<file path="config.mk">
export PLATFORM = sky130hd
export DESIGN_NAME = mdu_seq
export DESIGN_NICKNAME = d
export VERILOG_FILES = /design/src/rtl/rv32i_types.sv /design/src/rtl/mdu_dp.sv /design/src/rtl/mdu_seq.sv
export SDC_FILE = /design/constraint.sdc
export NUM_CORES = 1
export LEC_CHECK = 0
export CAP_MARGIN = 20
export CORE_UTILIZATION = 50
export CTS_BUF_LIST = sky130_fd_sc_hd__clkbuf_8 sky130_fd_sc_hd__clkbuf_16
export DETAILED_ROUTE_END_ITERATION = 7
export PLACE_DENSITY_LB_ADDON = 0.25
export SYNTH_ARGS = -nofsm -noshare
export SYNTH_HDL_FRONTEND = slang
export SYNTH_HIERARCHICAL = 1
export SYNTH_SLANG_ARGS = --single-unit
</file>
<file path="constraint.sdc">
create_clock -name clk -period 12.6 [get_ports clk]
set_input_delay 1.89 -clock clk [delete_from_list [all_inputs] [get_ports clk]]
set_output_delay 1.89 -clock clk [all_outputs]
set_load 0.01 [all_outputs]
</file>
<file path="src/rtl/rv32i_types.sv">
// Shared RV32 types for the EX-stage M-extension unit.
// mdu_op_t mirrors funct3 so EX can cast it directly.
package rv32i_types;

    localparam int MDU_ITERS = 32;

    typedef enum logic [2:0] {
        MDU_MUL    = 3'd0,
        MDU_MULH   = 3'd1,
        MDU_MULHSU = 3'd2,
        MDU_MULHU  = 3'd3,
        MDU_DIV    = 3'd4,
        MDU_DIVU   = 3'd5,
        MDU_REM    = 3'd6,
        MDU_REMU   = 3'd7
    } mdu_op_t;

    function automatic logic mdu_is_div(mdu_op_t op);
        return op[2];
    endfunction

endpackage

</file>
<file path="src/rtl/mdu_dp.sv">
// Shift-add multiply / restoring divide datapath, one iteration per step.
// The *_nx outputs expose the result of the current step for the final cycle.
module mdu_dp (
    input  logic        clk,
    input  logic        rst,
    input  logic        load,
    input  logic        step,
    input  logic        is_div,
    input  logic [31:0] a_mag,
    input  logic [31:0] b_mag,
    output logic [63:0] prod_nx,
    output logic [31:0] rem_nx,
    output logic [31:0] quo_nx
);

    logic [63:0] prod_q, prod_d;
    logic [32:0] rem_q, rem_d;
    logic [31:0] quo_q, quo_d;
    logic [31:0] opb_q, opb_d;
    logic        div_q, div_d;

    logic [32:0] sum;
    logic [33:0] rem_sh;
    logic [33:0] diff;
    logic [32:0] rem_it;

    always_comb begin
        sum     = {1'b0, prod_q[63:32]} + (prod_q[0] ? {1'b0, opb_q} : 33'd0);
        prod_nx = {sum, prod_q[31:1]};
        rem_sh  = {rem_q, quo_q[31]};
        diff    = rem_sh - {2'b00, opb_q};
        // Restore on a negative trial difference.
        rem_it  = diff[33] ? rem_sh[32:0] : diff[32:0];
        rem_nx  = rem_it[31:0];
        quo_nx  = {quo_q[30:0], ~diff[33]};

        prod_d = prod_q;
        rem_d  = rem_q;
        quo_d  = quo_q;
        opb_d  = opb_q;
        div_d  = div_q;
        if (load) begin
            prod_d = {32'd0, b_mag};
            rem_d  = '0;
            quo_d  = a_mag;
            opb_d  = is_div ? b_mag : a_mag;
            div_d  = is_div;
        end else if (step) begin
            if (div_q) begin
                rem_d = rem_it;
                quo_d = quo_nx;
            end else begin
                prod_d = prod_nx;
            end
        end
    end

    always_ff @(posedge clk or posedge rst) begin
        if (rst) begin
            prod_q <= '0;
            rem_q  <= '0;
            quo_q  <= '0;
            opb_q  <= '0;
            div_q  <= 1'b0;
        end else begin
            prod_q <= prod_d;
            rem_q  <= rem_d;
            quo_q  <= quo_d;
            opb_q  <= opb_d;
            div_q  <= div_d;
        end
    end

endmodule

</file>
<file path="src/rtl/mdu_seq.sv">
// Iterative RV32M sequencer: FSM, sign handling, special cases and EX stall.
// Special cases (div by zero, signed overflow) finish without iterating.
module mdu_seq
    import rv32i_types::*;
(
    input  logic        clk,
    input  logic        rst,
    input  logic        start_i,
    input  mdu_op_t     op_i,
    input  logic [31:0] a_i,
    input  logic [31:0] b_i,
    input  logic        flush_i,
    output logic        busy_o,
    output logic        done_o,
    output logic [31:0] result_o,
    output logic        stall_o
);

    typedef enum logic [1:0] {S_IDLE, S_CALC, S_DONE} state_t;

    state_t      state_q, state_d;
    logic [4:0]  cnt_q, cnt_d;
    mdu_op_t     op_q, op_d;
    logic        neg_q, neg_d;
    logic [31:0] result_q, result_d;

    logic        load, step;
    logic        a_sgn, b_sgn;
    logic [31:0] a_mag, b_mag;
    logic        div_zero, ovf;
    logic [31:0] spec_res, calc_res;
    logic [63:0] prod_nx, prod_fix;
    logic [31:0] rem_nx, quo_nx;

    mdu_dp u_dp (
        .clk    (clk),
        .rst    (rst),
        .load   (load),
        .step   (step),
        .is_div (mdu_is_div(op_i)),
        .a_mag  (a_mag),
        .b_mag  (b_mag),
        .prod_nx(prod_nx),
        .rem_nx (rem_nx),
        .quo_nx (quo_nx)
    );

    always_comb begin
        a_sgn = a_i[31] & (op_i inside {MDU_MUL, MDU_MULH, MDU_MULHSU,
                                        MDU_DIV, MDU_REM});
        b_sgn = b_i[31] & (op_i inside {MDU_MUL, MDU_MULH, MDU_DIV, MDU_REM});
        a_mag = a_sgn ? -a_i : a_i;
        b_mag = b_sgn ? -b_i : b_i;

        div_zero = mdu_is_div(op_i) & (b_i == '0);
        ovf      = (op_i inside {MDU_DIV, MDU_REM}) &
                   (a_i == 32'h8000_0000) & (b_i == 32'hFFFF_FFFF);
        if (op_i[1])
            spec_res = div_zero ? a_i : 32'd0;
        else
            spec_res = div_zero ? 32'hFFFF_FFFF : 32'h8000_0000;

        prod_fix = neg_q ? -prod_nx : prod_nx;
        unique case (op_q)
            MDU_MUL:                        calc_res = prod_fix[31:0];
            MDU_MULH, MDU_MULHSU, MDU_MULHU: calc_res = prod_fix[63:32];
            MDU_DIV, MDU_DIVU:              calc_res = neg_q ? -quo_nx : quo_nx;
            default:                        calc_res = neg_q ? -rem_nx : rem_nx;
        endcase
    end

    always_comb begin
        state_d  = state_q;
        cnt_d    = cnt_q;
        op_d     = op_q;
        neg_d    = neg_q;
        result_d = result_q;
        load     = 1'b0;
        step     = 1'b0;

        unique case (state_q)
            S_IDLE: begin
                if (start_i && !flush_i) begin
                    op_d  = op_i;
                    neg_d = op_i[1] & op_i[2] ? a_sgn : a_sgn ^ b_sgn;
                    if (div_zero || ovf) begin
                        state_d  = S_DONE;
                        result_d = spec_res;
                    end else begin
                        load    = 1'b1;
                        cnt_d   = 5'(MDU_ITERS - 1);
                        state_d = S_CALC;
                    end
                end
            end
            S_CALC: begin
                step  = 1'b1;
                cnt_d = cnt_q - 5'd1;
                if (cnt_q == '0) begin
                    state_d  = S_DONE;
                    result_d = calc_res;
                end
            end
            S_DONE:  state_d = S_IDLE;
            default: state_d = S_IDLE;
        endcase

        // A squashed op never publishes a result.
        if (flush_i) begin
            state_d  = S_IDLE;
            result_d = result_q;
            load     = 1'b0;
            step     = 1'b0;
        end
    end

    always_ff @(posedge clk or posedge rst) begin
        if (rst) begin
            state_q  <= S_IDLE;
            cnt_q    <= '0;
            op_q     <= MDU_MUL;
            neg_q    <= 1'b0;
            result_q <= '0;
        end else begin
            state_q  <= state_d;
            cnt_q    <= cnt_d;
            op_q     <= op_d;
            neg_q    <= neg_d;
            result_q <= result_d;
        end
    end

    assign busy_o   = (state_q == S_CALC);
    assign done_o   = (state_q == S_DONE) & ~flush_i;
    assign result_o = result_q;
    assign stall_o  = start_i & ~done_o & ~flush_i;

endmodule

</file>
Word-level counts from Yosys, hierarchy flattened
Cells that the tools add are included.
W data, S select, Z words.
{"block": "classes", "n_bitwise": 13, "n_mux": 40, "eq_ne": 20, "n_addsub": 8, "n_reduce_logical": 22}
{"op": "$mux W32", "n": 14}
{"op": "$mux W64", "n": 4}
{"op": "$mux W33", "n": 4}
{"op": "$neg A32 Y32", "n": 4}
{"op": "$pmux W32 S3", "n": 1}
{"op": "$eq A32 B32 Y1 const B", "n": 2}
{"op": "$neg A64 Y64", "n": 1}
{"op": "$pmux W32 S2", "n": 1}
{"op": "$sub A34 B32 Y34", "n": 1}
{"op": "$add A32 B33 Y33", "n": 1}
{"op": "$logic_not A32 Y1", "n": 1}
{"op": "$mux W31", "n": 1}
{"op": "$eq A3 B3 Y1 const B", "n": 4}
{"op": "$mux W5", "n": 2}
{"op": "$pmux W5 S2", "n": 1}
{"op": "$and A1 B1 Y1", "n": 9}
{"op": "$eq A3 B2 Y1 const B", "n": 3}
{"op": "$mux W2", "n": 4}
{"op": "$ne A2 B2 Y1 const B", "n": 4}
{"op": "$reduce_and A2 Y1", "n": 4}
{"op": "$reduce_bool A2 Y1", "n": 4}
{"op": "$mux W1", "n": 7}
{"op": "$eq A3 B1 Y1 const B", "n": 2}
{"op": "$logic_not A3 Y1", "n": 2}
{"op": "other kinds (20)", "n": 22}
{"block": "totals", "inputBits": 71, "ff_bits": 205, "out_inout_bits": 35}

Longest topological paths before layout
Gate-level depths: netlist of run 1.
{"block": "logic_depth", "ltp_word": 11, "mapped_depth": 21, "depth_no_buf": 20}

Modules after synthesis
Netlist of run 1, hierarchy kept.
{"module": "mdu_dp", "area_per_inst_um2": 11787.6, "instances": 1, "cells_each": 1389}
{"module": "mdu_seq", "area_per_inst_um2": 8147.8, "instances": 1, "cells_each": 1153}

Worst setup path before layout of run 1
OpenSTA, ideal clock, no wires.
{"block": "synth_timing", "path_type": "register to register", "start": "register u_dp.rem_q[17]", "end": "register result_q[30], in the netlist result_o[30]", "arrival_ns": 4.875, "path_slack_ns": 7.581, "path_stages_with_launch": 21, "period_less_slack_ns": 5.019, "t_required_ns": 12.456, "n_path_buf": 3, "setup_ns": 0.144, "cell_sequence": "dfrtp_1 ha_1 buf_2 a211oi_2 o211ai_1 a21o_1 a32o_1 a21oi_4 xnor2_2 buf_6 mux2_2 inv_1 ha_1 or4b_2 or4_1 clkbuf_1 o31ai_1 xor2_1 nor2_1 a2111oi_0 a311oi_1"}
{"block": "synth_via", "elab_chain_cells": 7, "elab_cells_between_ends": 10}
{"item": "start: declaration", "line_no": "mdu_dp.sv:17", "rtl": "logic [32:0] rem_q, rem_d;"}
{"item": "start signal: assignment", "line_no": "mdu_dp.sv:67", "rtl": "rem_q <= rem_d;"}
{"item": "$sub A34 B32 Y34", "line_no": "mdu_dp.sv:31", "rtl": "diff = rem_sh - {2'b00, opb_q};"}
{"item": "$mux W33", "line_no": "mdu_dp.sv:33", "rtl": "rem_it = diff[33] ? rem_sh[32:0] : diff[32:0];"}
{"item": "named net rem_nx[1]", "line_no": "mdu_seq.sv:33", "rtl": "logic [31:0] rem_nx, quo_nx;"}
{"item": "$neg A32 Y32", "line_no": "mdu_seq.sv:68", "rtl": "default: calc_res = neg_q ? -rem_nx : rem_nx;"}
{"item": "$mux W32", "line_no": "mdu_seq.sv:68"}
{"item": "$pmux W32 S3", "line_no": "mdu_seq.sv:64", "rtl": "unique case (op_q)"}
{"item": "$mux W32", "line_no": "mdu_seq.sv:99", "rtl": "if (cnt_q == '0) begin"}
{"item": "$pmux W32 S2", "line_no": "mdu_seq.sv:81", "rtl": "unique case (state_q)"}
{"item": "end signal: assignment", "line_no": "mdu_seq.sv:129", "rtl": "result_q <= result_d;"}
{"item": "end: declaration", "line_no": "mdu_seq.sv:25", "rtl": "logic [31:0] result_q, result_d;"}
The timed path passes the listed nets, and every way through them passes these cells. The select of a mux whose other input is x is not followed.
A chain may end at the register's enable or synchronous reset.

Final worst setup path of run 1
{"block": "layout_timing", "start": "register u_dp.rem_q[3]", "end": "register result_q[8], in the netlist result_o[8]"}
{"block": "layout_via", "elab_chain_cells": 7, "elab_cells_between_ends": 10}
{"item": "$sub A34 B32 Y34", "line_no": "mdu_dp.sv:31"}
{"item": "$not A1 Y1", "line_no": "mdu_dp.sv:35", "rtl": "quo_nx = {quo_q[30:0], ~diff[33]};"}
{"item": "named net quo_nx[0]", "line_no": "mdu_seq.sv:33"}
{"item": "$neg A32 Y32", "line_no": "mdu_seq.sv:67", "rtl": "MDU_DIV, MDU_DIVU: calc_res = neg_q ? -quo_nx : quo_nx;"}
{"item": "$mux W32", "line_no": "mdu_seq.sv:67"}
{"item": "$pmux W32 S3", "line_no": "mdu_seq.sv:64"}
{"item": "$mux W32", "line_no": "mdu_seq.sv:99"}
{"item": "$pmux W32 S2", "line_no": "mdu_seq.sv:81"}
The timed path passes the listed nets, and every way through them passes these cells. The select of a mux whose other input is x is not followed.

==> results of run 1 <==
-- logic make-up after synthesis --
| group | after synthesis | share of synthesized area (%) |
|---|---|---|
| xor gates and xnor gates | 188 | 8.30 |
| AOI/OAI and AO/OA | 723 | 23.1 |
| muxes | 173 | 9.07 |
| buffers and inverters | 308 | 7.27 |
| adders and majority gates | 74 | 4.72 |
| DFF | 205 | 25.7 |
| and+or+nand+nor | 871 | 21.8 |
-- stage by stage --
step,instance area [um2],cells,hold WS [ns],power [mW]
3_3_place_gp,20900,2991,0.468,3.44
4_1_cts,21800,3040,0.489,4.31
2_1_floorplan,19900,2542,0.469,2.65
6_report,21800,3040,0.483,4.41
5_1_grt,21800,3040,0.523,4.60
3_5_place_dp,20900,2991,0.476,3.46
-- placed cells by master, fill, tap and decap left out, types with 44 or more instances in the layout --
cell type and count:
mux2i_1 127, clkdlybuf4s50_1 104, a21oi_1 190, nor2_1 233
inv_1 89, dfrtp_1 204, nor4_1 51, o21ai_0 210
xor2_1 76, nor3_1 62, nand2_1 239, and2_1 44
xnor2_1 111, ha_1 72
-- report_power, final --
group / leakage [nW] / switching (mW) / total [mW] / internal, mW
clock network: 0.477 / 0.324 / 0.839 / 0.515
logic: 5.99 / 1.56 / 2.45 / 0.894
registers: 2.56 / 0.282 / 1.12 / 0.837
-- critical path, delay by kind of cell, from the launching register on --
kind / cells / cell delay [ns]
buf+inv: 2 / 0.60
compound gates: 10 / 3.43
flops: 1 / 0.40
fa+ha+maj: 2 / 0.54
xor+xnor: 2 / 0.41
mux: 1 / 0.46
simple gates: 1 / 0.69
-- layout make-up --
class | count | share of cell area [%]
Sequential cell | 205 | 23.5
Clock buffer | 31 | 3.34
Inverter | 91 | 1.61
Multi-Input combinational cell | 2029 | 61.3
Clock inverter | 18 | 1.02
Timing Repair Buffer | 148 | 6.27
Tap cell | 518 | 2.97
-- routing by layer --
layer	wire, um	GRT usage, %
met3	8250	7.77
met1	33700	53.8
met5	13	0
met2	36100	62.0
met4	6350	25.9
-- sequential cells by signal, indices dropped and copies added, names as in the netlist --
name and cells:
state_q 2, u_dp/rem_q 33, u_dp/prod_q 64, u_dp/div_q 1, cnt_q 5, op_q 3
u_dp/opb_q 32, neg_q 1, result_o 32, u_dp/quo_q 32
-- worst max path at each step --
stage / cells past startpoint / end / startpoint
global placement: 15 / u_dp/prod_q[56] / b_i[0]
detailed placement: 15 / u_dp/prod_q[56] / b_i[0]
floorplan: 1 / u_dp/div_q / rst
global route: 18 / result_o[8] / u_dp/rem_q[3]
CTS: 18 / result_o[8] / u_dp/rem_q[3]
finish: 18 / result_o[8] / u_dp/rem_q[3]
==> metrics.csv, run 1 <==
metric,value,unit
status,finished clean,
Max-slew headroom,17.0,%
final-report hold violation count,0,
Sum Neg Setup Slack,0,ns
GR Util All Layers,41.0,%
pre-CTS WS,6.09,ns
Crit path arrival time,7.10,ns
CP Capture Type,flip-flop,
CP max stage delay,0.89,ns
Worst path slowest cell,a211oi_1,
"Cell Chain, Critical Path","ha_1, a21oi_1, o21ai_0, a21oi_1, o21ai_1, a21oi_4, xnor2_4, buf_4, mux2_2, inv_1, ha_1, or4b_2, o41ai_1, xor2_1, o22ai_1, a211oi_1, o21ai_0, a22o_1",
dpl hpwl,64500,um
fmax,150,MHz
top cell type's share of synthesized area,25.7,%
"FFs w/ async S/R, synth",100,%
number of I/O port buffers,105,
setup bufs post-CTS,0,
first-pass GRT wire length,126000,um
total number of vias,20600,
Ys Warns,6,
total gr overflow,0,
Mapped Avg Cell Area,7.84,um2
CTS buffer count,27,
HP Start,result_o[1],
Die X,202,um
Remaining DRCs,0,
"CTS clk-pin slew, worst paths",0.06,ns
worst r2r dst,result_o[8],
"count leader, synth",nand2_1,
worst-margin pin slew,1.24,ns
Starting Density,51.1,%
library cells used by synthesis,94,
Hold Path Depth,2,
NumNets Final,2647,
initial drt markers,2533,
area grow syn2layout,9.60,%
Final Cycle Share,52.8,%
Detailed Routing Iterations Pass 1,7,
kind of start point of the critical path,flip-flop,
number of primary I/O pins,106,
full die area,0.0407,mm2
pin count of the biggest net entering global routing,116,
Synth top cells by count,"nand2_1, nor2_1, o21ai_0",
share of cells above drive strength 1,7.14,%
post-cts sizing count,0,
Reg area,0.00513,mm2
clock latency on the worst-skew pair,0.57,ns
hold buffer count at CTS,0,
sequential area share after synthesis,25.7,%
DR WL/cell,27.8,um
Power Dens Cells,202,mW/mm2
# H-tree levels,1,
ANT cells,0,
critical path required time,13.05,ns
Clock Skews,0.0187,ns
worst r2r src,u_dp/rem_q[3],
antenna violations before repair,1,
final WL,84400,um
number of synthesized flops with an enable pin,0,
Hold WC Path Type,reg2reg,
"Primary FF master, synth",dfrtp_1,
post-layout min period,6.65,ns
number of cells on the worst reg-to-reg path,18,
Clock Tree Buf Depth,3,
Hold Path Sink,result_o[1],
Die H,202,um
vias per cell,6.76,
number of global-route vias before repair,19300,
leading area contributor after synthesis,dfrtp_1,
Peak VDD IR,0.114,mV
final setup violation count,0,
clock sink count,205,
Max-cap violations,0,
Core Box Area,0.0390,mm2
gp weighted congestion,1.08,
CTS root buf,clkbuf_16,
"FF+latch count, synth",205,
"Cell Area, Synth",0.0199,mm2
Pleak,9.03,nW
Final ANT Viol Nets,0,
Synthesized Nets,2687,
R2R Setup Slk,5.95,ns
area occupied by multi-input gates,0.0134,mm2
# rows,72,
WS Path Type,reg2reg,
Worst Slack Setup Final,5.95,ns
CTS tree,built,
Gate Count Post-Synth,2542,
RSZ-0062 raised after global routing,false,
largest cells by area after synthesis,"dfrtp_1, mux2i_1, o21ai_0, xnor2_1, a21oi_1",
fin util,56.0,%
fin. max-slew vios,0,
peak fanout along the critical path,43,
fillcell total,3629,
Power figures use the tool's default switching activity.
==> run 2: changes to the inputs <==
==> constraint.sdc (replaced) <==
create_clock -name clk -period 6 [get_ports clk]
set_input_delay 0.9 -clock clk [delete_from_list [all_inputs] [get_ports clk]]
set_output_delay 0.9 -clock clk [all_outputs]
set_load 0.01 [all_outputs]
==> run 2 against run 1 <==
  * The flow now finishes with violations (DRC)
  * Maximum frequency grew 16%
  * Utilization grew 0.37 points
  * Wire length grew 3.0%
  * Die area is the same
  * Critical path type unchanged
==> metrics.csv, run 2 (same netlist as run 1, synthesis figures left out) <==
metric,value,unit,change
Hold Path Sink,result_o[3],,was result_o[1]
fin util,56.4,%,was 56.0%
Peak VDD IR,0.207,mV,was 0.114 mV
biggest registers after layout,"u_dp/prod_q x64, u_dp/rem_q x33",,unchanged
Largest Register,u_dp/prod_q,,unchanged
Die X,202,um,unchanged
status,finished with violations,,was finished clean
fin. max-slew vios,0,,unchanged
share of cells above drive strength 1,7.87,%,was 7.14%
Final ANT Viol Nets,0,,unchanged
CTS buffer count,27,,unchanged
NetSw,4.56,mW,was 2.17 mW
# rows,72,,unchanged
Crit path arrival time,6.15,ns,was 7.10 ns
Core Box Area,0.0390,mm2,unchanged
Hold WC Path Type,reg2reg,,unchanged
post-layout min period,5.72,ns,was 6.65 ns
full die area,0.0407,mm2,unchanged
Max-slew headroom,23.9,%,was 17.0%
CP Capture Type,flip-flop,,unchanged
Pleak,9.13,nW,was 9.03 nW
clock sink count,205,,unchanged
logic gate share of total power,57.1,%,was 55.6%
Power Dens Cells,419,mW/mm2,was 202 mW/mm2
# H-tree levels,1,,unchanged
total number of vias,20400,,was 20600
switch share,49.4,%,was 49.1%
"CTS clk-pin slew, worst paths",0.06,ns,about the same
initial drt markers,2055,,was 2533
gp weighted congestion,1.04,,was 1.08
CTS root buf,clkbuf_16,,unchanged
HP Start,result_o[3],,was result_o[1]
number of primary I/O pins,106,,unchanged
Hold Path Depth,2,,unchanged
peak fanout along the critical path,10,,was 43
Max-cap violations,0,,unchanged
Flop pwr share,25.3,%,was 25.4%
first-pass GRT wire length,128000,um,was 126000 um
Clock Skews,0.0146,ns,was 0.0187 ns
"commonest non-fill, non-tap cells in the layout","nand2_1, nor2_1, o21ai_0",,unchanged
worst-margin pin slew,1.14,ns,was 1.24 ns
NumNets Final,2669,,was 2647
number of global-route vias before repair,19300,,about the same
violated checks,DRC,,
final-report hold violation count,0,,unchanged
Int Power,4.66,mW,was 2.25 mW
fmax,175,MHz,was 150 MHz
final setup violation count,0,,unchanged
kind of start point of the critical path,flip-flop,,unchanged
R2R Setup Slk,0.28,ns,was 5.95 ns
worst r2r dst,result_o[20],,was result_o[8]
critical path required time,6.42,ns,was 13.05 ns
GR Util All Layers,42.2,%,was 41.0%
number of I/O port buffers,105,,unchanged
total gr overflow,0,,unchanged
vias per cell,6.66,,was 6.76
pre-CTS WS,0.377,ns,was 6.09 ns
"most common cell after layout, fill and taps aside",nand2_1,,unchanged
dpl hpwl,67200,um,was 64500 um
clock share of power,17.6,%,was 19.0%
Finished Layout Cells,3059,,was 3040
Detailed Routing Iterations Pass 1,8,,was 7
final WL,86900,um,was 84400 um
RSZ-0062 raised after global routing,false,,unchanged
CTS tree,built,,unchanged
Worst Slack Setup Final,0.275,ns,was 5.95 ns
Die H,202,um,unchanged
clock latency on the worst-skew pair,0.56,ns,was 0.57 ns
pin count of the biggest net entering global routing,151,,was 116
WS Path Type,reg2reg,,unchanged
Clock Tree Buf Depth,3,,unchanged
max reg flops,64,,unchanged
worst r2r src,u_dp/opb_q[4],,was u_dp/rem_q[3]
Final Cycle Share,95.4,%,was 52.8%
antenna violations before repair,1,,unchanged
Hold WS,0.492,ns,was 0.483 ns
area grow syn2layout,10.3,%,was 9.60%
ANT cells,0,,unchanged
Sum Neg Setup Slack,0,ns,unchanged
dpl cells,3009,,was 2991
DR WL/cell,28.4,um,was 27.8 um
number of cells on the worst reg-to-reg path,19,,was 18
Remaining DRCs,5,,was 0
Starting Density,51.1,%,unchanged
==> run 2: layer usage <==
layer  routed length [um]  GRT usage (%)  part of all wire [%]  up-vias
met1                34700           54.0                    40     9856
met3                 7770           7.76                   8.9      224
li1                     -              -                     -     9199
met4                 7130           30.2                   8.2        0
met5                    0              0                     0        -
met2                37300           64.0                    43     1091
==> run 2: power groups by stage <==
stage / clock, mW / sequential, mW / combinational, mW
after floorplan: 0 / 2.03 / 3.53
after global placement: 0 / 2.31 / 5.02
after detailed placement: 0 / 2.32 / 5.04
after CTS: 1.64 / 2.30 / 5.07
after global routing: 1.68 / 2.36 / 5.58
final: 1.62 / 2.33 / 5.26
==> run 2: what timing repair did <==
action	in CTS	in global routing
setup endpoints to repair	0	2
hold buffers	0	0
resized for setup	0	1
endpoints found under the hold margin	0	0
setup buffers	0	3
==> run 2: worst max path at each step <==
stage / start / end / slack, ns / cells after the start
final: u_dp/opb_q[4] / result_o[20] / 0.28 / 19
after global routing: u_dp/opb_q[4] / result_o[30] / 0.09 / 19
after CTS: u_dp/prod_q[0] / result_o[27] / 0.32 / 19
after detailed placement: u_dp/prod_q[0] / result_o[27] / 0.38 / 19
after global placement: u_dp/opb_q[28] / result_o[20] / 0.44 / 17
after floorplan: rst / u_dp/div_q / 0.72 / 1
==> run 2: final cells by class <==
class	instances	area, um2
inverters	91	352
multi-input cells	2029	13400
flip-flops and latches	205	5130
fillers	3673	17000
well taps	518	648
clock buffers	36	800
repair buffers	170	1580
clock inverters	10	76.3
==> run 2: critical path: stages, from the launching register on <==
cell	delay (ns)
dfrtp_1	0.38
inv_1	0.06
ha_1	0.34
a21oi_1	0.26
o21ai_0	0.15
a21oi_1	0.33
o21ai_1	0.20
a21oi_4	0.26
xnor2_4	0.15
buf_12	0.15
mux2_2	0.39
inv_1	0.07
ha_1	0.17
or4b_2	0.67
or4_1	0.76
nor2_1	0.25
mux2i_1	0.24
o221ai_1	0.13
nor4_1	0.50
nor3_1	0.13
==> run 2: per-stage QoR <==
step                power [mW]  cell area [um2]
floorplan                 5.56            19900
global placement          7.32            21100
detailed placement        7.36            21100
CTS                       9.02            21900
global route              9.62            22000
finish                    9.21            22000
==> run 3: changes to the inputs <==
--- a/config.mk
+++ b/config.mk
@@ -5,11 +5,13 @@
 export SDC_FILE = /design/constraint.sdc
 export NUM_CORES = 1
 export LEC_CHECK = 0
-export CAP_MARGIN = 20
+export CAP_MARGIN = 25
 export CORE_UTILIZATION = 50
 export CTS_BUF_LIST = sky130_fd_sc_hd__clkbuf_8 sky130_fd_sc_hd__clkbuf_16
 export DETAILED_ROUTE_END_ITERATION = 7
+export GPL_TIMING_DRIVEN = 0
 export PLACE_DENSITY_LB_ADDON = 0.25
+export SKIP_CTS_REPAIR_TIMING = 1
 export SYNTH_ARGS = -nofsm -noshare
 export SYNTH_HDL_FRONTEND = slang
 export SYNTH_HIERARCHICAL = 1
==> run 3 against run 2 <==
  * The flow now finishes without violations
  * Clock power about the same
  * Worst setup slack got worse by 0.26 ns
  * Combinational power up 14%
  * Global-route usage grew 3.4 points
  * Wire length grew 9.0%
  * Cell area increased by 3.8%
  * Sequential share of layout area decreased by 0.84 points
  * Register-to-register slack lost 0.26 ns
  * Final cell count up 5.3%
  * Critical path type unchanged
  * Critical endpoint is now result_o[28]
==> metrics.csv, run 3 (same netlist as run 1, synthesis figures left out) <==
metric,value,unit,change
Crit path arrival time,6.42,ns,was 6.15 ns
clock sink count,205,,unchanged
antenna violations before repair,6,,was 1
first-pass GRT wire length,137000,um,was 128000 um
"CTS clk-pin slew, worst paths",0.06,ns,about the same
number of I/O port buffers,104,,was 105
Pleak,9.45,nW,was 9.13 nW
Hold WC Path Type,reg2reg,,unchanged
critical path required time,6.43,ns,was 6.42 ns
CTS root buf,clkbuf_16,,unchanged
pin count of the biggest net entering global routing,130,,was 151
final-report hold violation count,0,,unchanged
R2R Setup Slk,0.01,ns,was 0.28 ns
Die X,202,um,unchanged
Die H,202,um,unchanged
full die area,0.0407,mm2,unchanged
Core Box Area,0.0390,mm2,unchanged
vias per cell,6.81,,was 6.66
biggest registers after layout,"u_dp/prod_q x64, u_dp/rem_q x33",,unchanged
Clock Tree Buf Depth,3,,unchanged
# H-tree levels,1,,unchanged
initial drt markers,3009,,was 2055
Critical path buffers and inverters,2,,was 3
fin. max-slew vios,0,,unchanged
peak fanout along the critical path,4,,was 10
Detailed Routing Iterations Pass 1,8,,unchanged
Largest Register,u_dp/prod_q,,unchanged
Clock Skews,0.0172,ns,was 0.0146 ns
number of cells on the worst reg-to-reg path,20,,was 19
worst r2r src,u_dp/quo_q[31],,was u_dp/opb_q[4]
post-layout min period,5.99,ns,was 5.72 ns
dpl hpwl,75600,um,was 67200 um
CP Capture Type,flip-flop,,unchanged
Hold WS,0.493,ns,was 0.492 ns
clock latency on the worst-skew pair,0.58,ns,was 0.56 ns
worst r2r dst,result_o[28],,was result_o[20]
CTS tree,built,,unchanged
Post-DP Area,0.0217,mm2,was 0.0211 mm2
CP max stage delay,0.64,ns,was 0.76 ns
Worst path slowest cell,nor4_1,,was or4_1
number of global-route vias before repair,20700,,was 19300
Worst Slack Setup Final,0.0105,ns,was 0.275 ns
Max-slew headroom,25.2,%,was 23.9%
crit-path leading delay family,compound AO/OA/AOI/OAI gates,,was simple AND/OR/NAND/NOR gates
max reg flops,64,,unchanged
Power Dens Cells,429,mW/mm2,was 419 mW/mm2
Finished Layout Cells,3221,,was 3059
"Cell Chain, Critical Path","inv_1, ha_1, inv_1, fa_1, a21oi_1, o221ai_1, a41oi_1, a31oi_1, o21ai_1, o21bai_1, a21oi_1, xnor2_1, mux2i_1, nor4_1, nand2_1, o31ai_2, xor2_1, o221ai_2, o31ai_2, o211ai_1",,"was inv_1, ha_1, a21oi_1, o21ai_0, a21oi_1, o21ai_1, a21oi_4, xnor2_4, buf_12, mux2_2, inv_1, ha_1, or4b_2, or4_1, nor2_1, mux2i_1, o221ai_1, nor4_1, nor3_1"
post-route cell area,0.0228,mm2,was 0.0220 mm2
final setup violation count,0,,unchanged
"commonest non-fill, non-tap cells in the layout","nand2_1, nor2_1, o21ai_0",,unchanged
number of primary I/O pins,106,,unchanged
NumNets Final,2827,,was 2669
Starting Density,51.1,%,unchanged
# rows,72,,unchanged
total gr overflow,0,,unchanged
worst setup path start,u_dp/quo_q[31],,was u_dp/opb_q[4]
Final Cycle Share,99.8,%,was 95.4%
end of the critical path,result_o[28],,was result_o[20]
CTS buffer count,25,,was 27
Worst path depth,20,,was 19
GR Util All Layers,45.6,%,was 42.2%
area grow syn2layout,14.5,%,was 10.3%
RSZ-0062 raised after global routing,false,,unchanged
WS Path Type,reg2reg,,unchanged
status,finished clean,,was finished with violations
worst-margin pin slew,1.11,ns,was 1.14 ns
Final ANT Viol Nets,0,,unchanged
"most common cell after layout, fill and taps aside",nand2_1,,unchanged
DR WL/cell,29.4,um,was 28.4 um
final WL,94800,um,was 86900 um
kind of start point of the critical path,flip-flop,,unchanged
pre-CTS WS,-0.503,ns,was 0.377 ns
fmax,167,MHz,was 175 MHz
share of cells above drive strength 1,9.18,%,was 7.87%
Max-cap violations,0,,unchanged
gp weighted congestion,1.07,,was 1.04
Peak VDD IR,0.214,mV,was 0.207 mV
total number of vias,21900,,was 20400
dpl cells,3169,,was 3009
Remaining DRCs,0,,was 5
run 3: changes by cell type in the layout (fill, tap and decap cells not counted), sizes merged:
| cell | change |
|---|---|
| clkbuf | +110 |
| bufinv | +1 |
| clkinv | -2 |
| inv | +6 |
| diode | +2 |
| buf | +45 |
run 3: through the flow:
step	power (mW)	util (%)	TNS (ns)
floorplan	5.56	-	0
global placement	7.65	55.4	-293.05
detailed placement	7.72	55.6	-5.17
CTS	9.36	57.9	-3.68
global route	10.1	58.5	0
finish	9.79	58.5	0
run 3: worst min path at each step:
stage                       from           end  slack, ns  cells past startpoint
finish               result_o[3]   result_o[3]       0.49                      2
global route        result_o[26]  result_o[26]       0.53                      2
CTS                  result_o[3]   result_o[3]       0.50                      2
floorplan               cnt_q[0]      cnt_q[0]       0.47                      1
global placement     result_o[1]   result_o[1]       0.47                      2
detailed placement  result_o[17]  result_o[17]       0.48                      2
run 3: per-layer routing:
layer / routed length (um) / global-route usage [%] / share of wire [%] / up-vias
met5: 23 / 0 / 0.024 / -
met4: 8060 / 32.0 / 8.5 / 4
met3: 10300 / 9.99 / 11 / 381
met2: 40200 / 69.3 / 42 / 1518
met1: 36200 / 57.5 / 38 / 10500
li1: - / - / - / 9525
run 3: worst reg2reg max path: stages (launching register included):
cell and delay [ns]:
dfrtp_1 0.38, inv_1 0.19, ha_1 0.23, inv_1 0.07, fa_1 0.40, a21oi_1 0.20, o221ai_1 0.29, a41oi_1 0.44
a31oi_1 0.22, o21ai_1 0.41, o21bai_1 0.12, a21oi_1 0.18, xnor2_1 0.19, mux2i_1 0.26, nor4_1 0.65, nand2_1 0.20
o31ai_2 0.25, xor2_1 0.38, o221ai_2 0.19, o31ai_2 0.45, o211ai_1 0.15
run 3: where the power goes:
group / total (mW) / internal [mW] / switching, mW
logic: 6.02 / 2.07 / 3.95
clock network: 1.61 / 0.931 / 0.675
registers: 2.16 / 1.76 / 0.397
total: 9.79 / 4.76 / 5.02
run 3: cell type report:
type	instances	area, um2
Antenna cell	2	5.00
Multi-Input combinational cell	2029	13600
Tap cell	518	648
Fill cell	3529	16200
Sequential cell	205	5130
Timing Repair Buffer	115	1150
Buffer	215	1100
Inverter	91	349
Clock buffer	31	708
Clock inverter	15	155
